`config.mk`:
```
export PLATFORM = sky130hd
export DESIGN_NAME = multicycle_control_flat
export DESIGN_NICKNAME = d
export VERILOG_FILES = /design/src/rtl/cpu_pkg.sv /design/src/rtl/multicycle_control_if.sv /design/src/rtl/multicycle_control_mul_timeout_counter.sv /design/src/rtl/multicycle_control.sv /design/src/flat_wrapper.sv
export SDC_FILE = /design/constraint.sdc
export NUM_CORES = 1
export LEC_CHECK = 0
export CORE_ASPECT_RATIO = 1.4
export CORE_UTILIZATION = 47
export DETAILED_ROUTE_END_ITERATION = 8
export PLACE_DENSITY = 0.9
export REMOVE_ABC_BUFFERS = 1
export SLEW_MARGIN = 5
export SYNTH_ARGS = -nofsm -noshare
export SYNTH_HDL_FRONTEND = slang
export SYNTH_HIERARCHICAL = 1
export SYNTH_SLANG_ARGS = --single-unit
```
`constraint.sdc`:
```
create_clock -name clk -period 4.3 [get_ports clk]
set_input_delay 0.86 -clock clk [delete_from_list [all_inputs] [get_ports clk]]
set_output_delay 0.86 -clock clk [all_outputs]
set_load 0.05 [all_outputs]
```
`src/rtl/cpu_pkg.sv`:
```
// cpu_pkg: opcodes, ALU op codes, control FSM states and the control-word bundle
package cpu_pkg;
    localparam logic [3:0] OP_RTYPE = 4'b0000;
    localparam logic [3:0] OP_LW    = 4'b0001;
    localparam logic [3:0] OP_SW    = 4'b0010;
    localparam logic [3:0] OP_BEQ   = 4'b0011;
    localparam logic [3:0] OP_BNE   = 4'b0100;
    localparam logic [3:0] OP_MUL   = 4'b0110;

    localparam logic [1:0] ALUOP_ADD = 2'b00;
    localparam logic [1:0] ALUOP_SUB = 2'b01;
    localparam logic [1:0] ALUOP_R   = 2'b10;
    localparam logic [1:0] ALUOP_MUL = 2'b11;

    localparam logic [1:0] SRCB_REGB   = 2'b00;
    localparam logic [1:0] SRCB_TWO    = 2'b01;
    localparam logic [1:0] SRCB_IMM    = 2'b10;
    localparam logic [1:0] SRCB_IMM_SH = 2'b11;

    localparam logic [1:0] PCSRC_ALU    = 2'b00;
    localparam logic [1:0] PCSRC_ALUOUT = 2'b01;

    typedef enum logic [3:0] {
        FETCH    = 4'd0,
        DECODE   = 4'd1,
        MEMADDR  = 4'd2,
        MEMRD    = 4'd3,
        WBMEM    = 4'd4,
        MEMWR    = 4'd5,
        EXEC_R   = 4'd6,
        WBR      = 4'd7,
        BRANCH   = 4'd8,
        MUL_WAIT = 4'd9
    } state_t;

    typedef struct packed {
        logic [1:0] alu_op;
        logic       alu_src_a;
        logic [1:0] alu_src_b;
        logic [1:0] pc_src;
        logic       pc_write;
        logic       ir_write;
        logic       i_or_d;
        logic       mem_read;
        logic       mem_write;
        logic       mem_to_reg;
        logic       reg_dst;
        logic       reg_write;
        logic       mul_start;
    } ctrl_t;

    function automatic logic is_legal(input logic [3:0] op);
        return op inside {OP_RTYPE, OP_LW, OP_SW, OP_BEQ, OP_BNE, OP_MUL};
    endfunction
endpackage

```
`src/rtl/multicycle_control_if.sv`:
```
// multicycle_control_if: opcode/status inputs and datapath control outputs of the main FSM
interface multicycle_control_if;
    logic [3:0] opcode;
    logic       zero;
    logic       mem_ready;
    logic       mul_done;
    logic [1:0] alu_op;
    logic       alu_src_a;
    logic [1:0] alu_src_b;
    logic [1:0] pc_src;
    logic       pc_write;
    logic       ir_write;
    logic       i_or_d;
    logic       mem_read;
    logic       mem_write;
    logic       mem_to_reg;
    logic       reg_dst;
    logic       reg_write;
    logic       mul_start;
    logic [3:0] state_o;
    logic       illegal;
    logic       mul_timeout;

    modport master (
        input  opcode, zero, mem_ready, mul_done,
        output alu_op, alu_src_a, alu_src_b, pc_src, pc_write, ir_write, i_or_d,
               mem_read, mem_write, mem_to_reg, reg_dst, reg_write, mul_start,
               state_o, illegal, mul_timeout
    );
    modport slave (
        output opcode, zero, mem_ready, mul_done,
        input  alu_op, alu_src_a, alu_src_b, pc_src, pc_write, ir_write, i_or_d,
               mem_read, mem_write, mem_to_reg, reg_dst, reg_write, mul_start,
               state_o, illegal, mul_timeout
    );
endinterface

```
`src/rtl/multicycle_control_mul_timeout_counter.sv`:
```
// mul_timeout_counter: counts cycles spent waiting on the multiplier, flags the last allowed cycle
module mul_timeout_counter #(
    parameter int MUL_TIMEOUT = 32,
    parameter int TO_W        = 6
) (
    input  logic clk,
    input  logic reset,
    input  logic i_clr,
    output logic o_zero,
    output logic o_tc
);
    logic [TO_W-1:0] r_cnt;

    always_ff @(posedge clk) begin
        if (reset || i_clr) r_cnt <= '0;
        else                r_cnt <= r_cnt + 1'b1;
    end

    assign o_zero = (r_cnt == '0);
    assign o_tc   = (r_cnt == TO_W'(MUL_TIMEOUT - 1));
endmodule

```
`src/rtl/multicycle_control.sv`:
```
// multicycle_control: fetch/decode/execute/memory/writeback sequencer for the 16-bit CPU
// Control word is Moore-decoded from state; illegal and mul_timeout are registered pulses.
module multicycle_control
    import cpu_pkg::*;
#(
    parameter int MUL_TIMEOUT = 32,
    parameter int TO_W        = 6
) (
    input  logic                 clk,
    input  logic                 reset,
    multicycle_control_if.master bus
);
    state_t r_state;
    state_t w_next;
    ctrl_t  w_dec;
    ctrl_t  w_ctrl;
    logic   r_illegal;
    logic   r_mul_to;
    logic   w_cnt_zero;
    logic   w_tc;

    // The counter sits at zero outside MUL_WAIT, so it reads zero exactly on the entry cycle.
    mul_timeout_counter #(.MUL_TIMEOUT(MUL_TIMEOUT), .TO_W(TO_W)) u_cnt (
        .clk    (clk),
        .reset  (reset),
        .i_clr  (r_state != MUL_WAIT),
        .o_zero (w_cnt_zero),
        .o_tc   (w_tc)
    );

    always_comb begin
        w_next = FETCH;
        case (r_state)
            FETCH:    w_next = bus.mem_ready ? DECODE : FETCH;
            DECODE:   w_next = (bus.opcode == OP_LW || bus.opcode == OP_SW)   ? MEMADDR :
                               (bus.opcode == OP_RTYPE)                       ? EXEC_R  :
                               (bus.opcode == OP_BEQ || bus.opcode == OP_BNE) ? BRANCH  :
                               (bus.opcode == OP_MUL)                         ? MUL_WAIT : FETCH;
            MEMADDR:  w_next = (bus.opcode == OP_SW) ? MEMWR : MEMRD;
            MEMRD:    w_next = bus.mem_ready ? WBMEM : MEMRD;
            MEMWR:    w_next = bus.mem_ready ? FETCH : MEMWR;
            EXEC_R:   w_next = WBR;
            MUL_WAIT: w_next = bus.mul_done ? WBR : w_tc ? FETCH : MUL_WAIT;
            default:  w_next = FETCH;
        endcase
    end

    always_comb begin
        w_dec = '0;
        case (r_state)
            FETCH: begin
                w_dec.mem_read  = 1'b1;
                w_dec.alu_src_b = SRCB_TWO;
                w_dec.ir_write  = bus.mem_ready;
                w_dec.pc_write  = bus.mem_ready;
            end
            DECODE:  w_dec.alu_src_b = SRCB_IMM_SH;
            MEMADDR: begin
                w_dec.alu_src_a = 1'b1;
                w_dec.alu_src_b = SRCB_IMM;
            end
            MEMRD: begin
                w_dec.mem_read = 1'b1;
                w_dec.i_or_d   = 1'b1;
            end
            WBMEM: begin
                w_dec.reg_write  = 1'b1;
                w_dec.mem_to_reg = 1'b1;
            end
            MEMWR: begin
                w_dec.mem_write = 1'b1;
                w_dec.i_or_d    = 1'b1;
            end
            EXEC_R: begin
                w_dec.alu_src_a = 1'b1;
                w_dec.alu_op    = ALUOP_R;
            end
            WBR: begin
                w_dec.reg_write = 1'b1;
                w_dec.reg_dst   = 1'b1;
            end
            BRANCH: begin
                w_dec.alu_src_a = 1'b1;
                w_dec.alu_op    = ALUOP_SUB;
                w_dec.pc_src    = PCSRC_ALUOUT;
                w_dec.pc_write  = (bus.opcode == OP_BEQ && bus.zero) || (bus.opcode == OP_BNE && !bus.zero);
            end
            MUL_WAIT: begin
                w_dec.alu_src_a = 1'b1;
                w_dec.alu_op    = ALUOP_MUL;
                w_dec.mul_start = w_cnt_zero;
            end
            default: w_dec = '0;
        endcase
    end

    assign w_ctrl = reset ? '0 : w_dec;

    always_ff @(posedge clk) begin
        if (reset) begin
            r_state   <= FETCH;
            r_illegal <= 1'b0;
            r_mul_to  <= 1'b0;
        end else begin
            r_state   <= w_next;
            r_illegal <= (r_state == DECODE) && !is_legal(bus.opcode);
            r_mul_to  <= (r_state == MUL_WAIT) && w_tc && !bus.mul_done;
        end
    end

    assign bus.alu_op      = w_ctrl.alu_op;
    assign bus.alu_src_a   = w_ctrl.alu_src_a;
    assign bus.alu_src_b   = w_ctrl.alu_src_b;
    assign bus.pc_src      = w_ctrl.pc_src;
    assign bus.pc_write    = w_ctrl.pc_write;
    assign bus.ir_write    = w_ctrl.ir_write;
    assign bus.i_or_d      = w_ctrl.i_or_d;
    assign bus.mem_read    = w_ctrl.mem_read;
    assign bus.mem_write   = w_ctrl.mem_write;
    assign bus.mem_to_reg  = w_ctrl.mem_to_reg;
    assign bus.reg_dst     = w_ctrl.reg_dst;
    assign bus.reg_write   = w_ctrl.reg_write;
    assign bus.mul_start   = w_ctrl.mul_start;
    assign bus.state_o     = r_state;
    assign bus.illegal     = r_illegal;
    assign bus.mul_timeout = r_mul_to;
endmodule

```
`src/flat_wrapper.sv`:
```
// flat-port wrapper written by rule: the top's interface ports become plain ports
module multicycle_control_flat import cpu_pkg::*;
#(
    parameter int MUL_TIMEOUT = 32,
    parameter int TO_W        = 6
)
  (clk, reset, bus_opcode, bus_zero, bus_mem_ready, bus_mul_done, bus_alu_op, bus_alu_src_a, bus_alu_src_b, bus_pc_src, bus_pc_write, bus_ir_write, bus_i_or_d, bus_mem_read, bus_mem_write, bus_mem_to_reg, bus_reg_dst, bus_reg_write, bus_mul_start, bus_state_o, bus_illegal, bus_mul_timeout);
  multicycle_control_if bus_i ();
  input  logic clk;
  input  logic reset;
  input wire logic [$bits(bus_i.opcode)-1:0] bus_opcode;
  input wire logic [$bits(bus_i.zero)-1:0] bus_zero;
  input wire logic [$bits(bus_i.mem_ready)-1:0] bus_mem_ready;
  input wire logic [$bits(bus_i.mul_done)-1:0] bus_mul_done;
  output wire logic [$bits(bus_i.alu_op)-1:0] bus_alu_op;
  output wire logic [$bits(bus_i.alu_src_a)-1:0] bus_alu_src_a;
  output wire logic [$bits(bus_i.alu_src_b)-1:0] bus_alu_src_b;
  output wire logic [$bits(bus_i.pc_src)-1:0] bus_pc_src;
  output wire logic [$bits(bus_i.pc_write)-1:0] bus_pc_write;
  output wire logic [$bits(bus_i.ir_write)-1:0] bus_ir_write;
  output wire logic [$bits(bus_i.i_or_d)-1:0] bus_i_or_d;
  output wire logic [$bits(bus_i.mem_read)-1:0] bus_mem_read;
  output wire logic [$bits(bus_i.mem_write)-1:0] bus_mem_write;
  output wire logic [$bits(bus_i.mem_to_reg)-1:0] bus_mem_to_reg;
  output wire logic [$bits(bus_i.reg_dst)-1:0] bus_reg_dst;
  output wire logic [$bits(bus_i.reg_write)-1:0] bus_reg_write;
  output wire logic [$bits(bus_i.mul_start)-1:0] bus_mul_start;
  output wire logic [$bits(bus_i.state_o)-1:0] bus_state_o;
  output wire logic [$bits(bus_i.illegal)-1:0] bus_illegal;
  output wire logic [$bits(bus_i.mul_timeout)-1:0] bus_mul_timeout;
  assign bus_i.opcode = bus_opcode;
  assign bus_i.zero = bus_zero;
  assign bus_i.mem_ready = bus_mem_ready;
  assign bus_i.mul_done = bus_mul_done;
  assign bus_alu_op = bus_i.alu_op;
  assign bus_alu_src_a = bus_i.alu_src_a;
  assign bus_alu_src_b = bus_i.alu_src_b;
  assign bus_pc_src = bus_i.pc_src;
  assign bus_pc_write = bus_i.pc_write;
  assign bus_ir_write = bus_i.ir_write;
  assign bus_i_or_d = bus_i.i_or_d;
  assign bus_mem_read = bus_i.mem_read;
  assign bus_mem_write = bus_i.mem_write;
  assign bus_mem_to_reg = bus_i.mem_to_reg;
  assign bus_reg_dst = bus_i.reg_dst;
  assign bus_reg_write = bus_i.reg_write;
  assign bus_mul_start = bus_i.mul_start;
  assign bus_state_o = bus_i.state_o;
  assign bus_illegal = bus_i.illegal;
  assign bus_mul_timeout = bus_i.mul_timeout;
  multicycle_control #(.MUL_TIMEOUT(MUL_TIMEOUT), .TO_W(TO_W)) u_core (.clk(clk), .reset(reset), .bus(bus_i));
endmodule
```
==> flow_summary.toml <==
[die]
fp-row-count = 18
core_area_mm2 = 0.001779
dieWidth_um = 38.80
die_y_um = 53.52
pin_count = 31
die_area_mm2 = 0.002076
start_util_pct = 50.07

[layout]
fin_cells = 158
nNetsFinal = 151
syn_to_final_growth_pct = 30.34
n_antenna_cell = 0
layout-drive-gt1-share_pct = 9.420
final_util_pct = 65.26

[clock_network]
post_cts_buffers = 0
clockBufferDepth = 2
ctsHoldBuffers = 0
root_buffer = "clkbuf_4"
clk_latency_ps = 260
h-tree-depth = 1
cts.clk_slew.worst_paths_ps = 60
cts_sinks = 12
cts_buffers = 3
tritoncts = "built"
cts_resized = 0

[setup_path]
worst_r2r_endpoint = "u_core/u_cnt/r_cnt[5]"
cp.arrival_ps = 2830
startpoint = "reset"
crit_type = "input pin to primary output"
crit_path_max_fanout = 11
required_ps = 3440
worst_r2r_path_depth = 5
cp-end-kind = "primary output"
rr_startpoint = "u_core/bus.state_o[0]"
r2r_slack_ps = 2560
startpoint_type = "input pin"

[drt]
drc = 0
wire_per_inst_um = 14.05
ant_nets = 0
drtIter0Drc = 26
num_vias = 918
vias_per_cell = 5.810
drt-total-wl_mm = 2.220
firstDrtPassIters = 4

[placement]
gp_congestion = 0.8564
dp_hpwl_mm = 1.629
io_buffers = 29
place_ws_ps = 624.0
dp_cells = 155

[synthesis]
ys.warnings.count = 6
synth_async_sr_flop_share_pct = 0
ys_seq_area_share_pct = 26.97
ys_types = 44
synth_top_cell_by_area = "dfxtp_1"
ys_ff_latch = 12
synthTopCellsByArea = "dfxtp_1 (27%), nor2_1 (6.7%), a21oi_1 (5.6%)"
syn-cell-area_um2 = 890.9
synth_area_per_cell_um2 = 7.815
post-synth-top-count-cell = "nor2_1"
synth_commonest_cells = "nor2_1 (16), dfxtp_1 (12), a21oi_1 (10)"
postSynthCellCount = 114
synth_edf_count = 0
synth_flop_cell = "dfxtp_1"
yosysTopAreaCellShare_pct = 26.97

[timing]
fmax_mhz = 271.3
min_period_ps = 3686
rsz0062_at_grt = "false"
finalMaxSlewViolations = 0
relSlewSlack_pct = 63.70
finalSetupViolCount = 0
worst_slew_pin_slew_ps = 543.7
hold_violations = 0
tns_ps = 0
skew_ps = 1.435
fin_crit_sh_pct = 85.72
fin_ws_ps = 614.2

[worst_hold_path]
worstHoldEndpoint = "u_core/u_cnt/r_cnt[0]"
worstHoldPathCells = 1
min-delay-start = "u_core/u_cnt/r_cnt[0]"
min_path_type = "register to register"

[job]
cap_violations = 0

[global_routing]
grt_max_degree = 15
grt_overflow = 0
first_global_vias = 828
antenna_found_initial = 0
track_usage_pct = 23.29
grt_pass1_wl_mm = 3.429

[status]
status = "completed"

[power]
power_leakage_nw = 0.3660
power.density_mw_per_mm2 = 213.0
peakVddDrop_mv = 0.1055
==> through the flow <==
stage               power (mW)  hold WS, ps  area [um2]
floorplan               0.1598        440.0       825.8
global placement        0.1855        452.5        1139
detailed placement      0.1862        479.0        1139
CTS                     0.2494        497.9        1161
global route            0.2590        523.2        1161
finish                  0.2473        492.3        1161
==> sequential cells by signal, summed over array words and instances (netlist names) <==
| signal | flops |
|---|---|
| u_core/u_cnt/r_cnt | 6 |
| u_core/bus.illegal | 1 |
| u_core/bus.state_o | 4 |
| u_core/bus.mul_timeout | 1 |
==> cell families after synthesis <==
logic type	synth area share [%]
AND/OR/NAND/NOR	41.43
AO/OA/AOI/OAI	13.91
buffers and inverters	9.409
flip-flops	26.97
XOR/XNOR	3.933
adder cells (fa/ha/maj)	2.809
other	0.4209
multiplexers	1.124
==> per-layer routing <==
| metal | global-route usage [%] | part of all wire (%) | vias up |
|---|---|---|---|
| li1 | - | - | 449 |
| met1 | 24.37 | 39 | 421 |
| met2 | 43.61 | 52 | 42 |
| met3 | 2.521 | 7.3 | 6 |
| met4 | 11.49 | 1.8 | 0 |
| met5 | 0 | 0 | - |
==> final cells by class <==
type / count / area, um2
sequential: 12 / 240.2
multi-input combinational: 89 / 566.8
tap: 20 / 25.02
fill: 152 / 618.1
clock buffer: 3 / 22.52
timing repair buffer: 29 / 287.8
inverter: 5 / 18.77
==> cells in the final DEF (no fill, tap or decap), drive strengths merged, types with 2 or more instances in the layout <==
cell type      count
nand2b             4
clkbuf             3
or4b               2
ha                 2
nor3               4
nor2              17
nand3b             3
inv                5
or3                5
or2                4
nand2              7
nand3              3
xnor2              2
xor2               2
o21ai              3
a21oi             10
nand4              2
nor2b              2
clkdlybuf4s50     28
nor3b              3
nor4               2
dfxtp             12
==> how the worst max path moves through the flow <==
stage,end
floorplan,bus_i_or_d
global placement,bus_alu_src_b[1]
detailed placement,bus_alu_src_b[1]
CTS,bus_alu_src_b[1]
global route,bus_pc_src[0]
finish,bus_alu_src_b[1]
==> worst max-delay path: stages <==
cell and delay [ps]:
clkdlybuf4s50_1 570, or3_1 440, a21oi_1 140, clkdlybuf4s50_1 820
==> report_power, final <==
| part | switching [mW] | total (mW) | internal (mW) |
|---|---|---|---|
| registers | 0.00460 | 0.117 | 0.113 |
| logic | 0.0421 | 0.0670 | 0.0249 |
| clock network | 0.0306 | 0.0629 | 0.0323 |
Power figures use the tool's default switching activity.
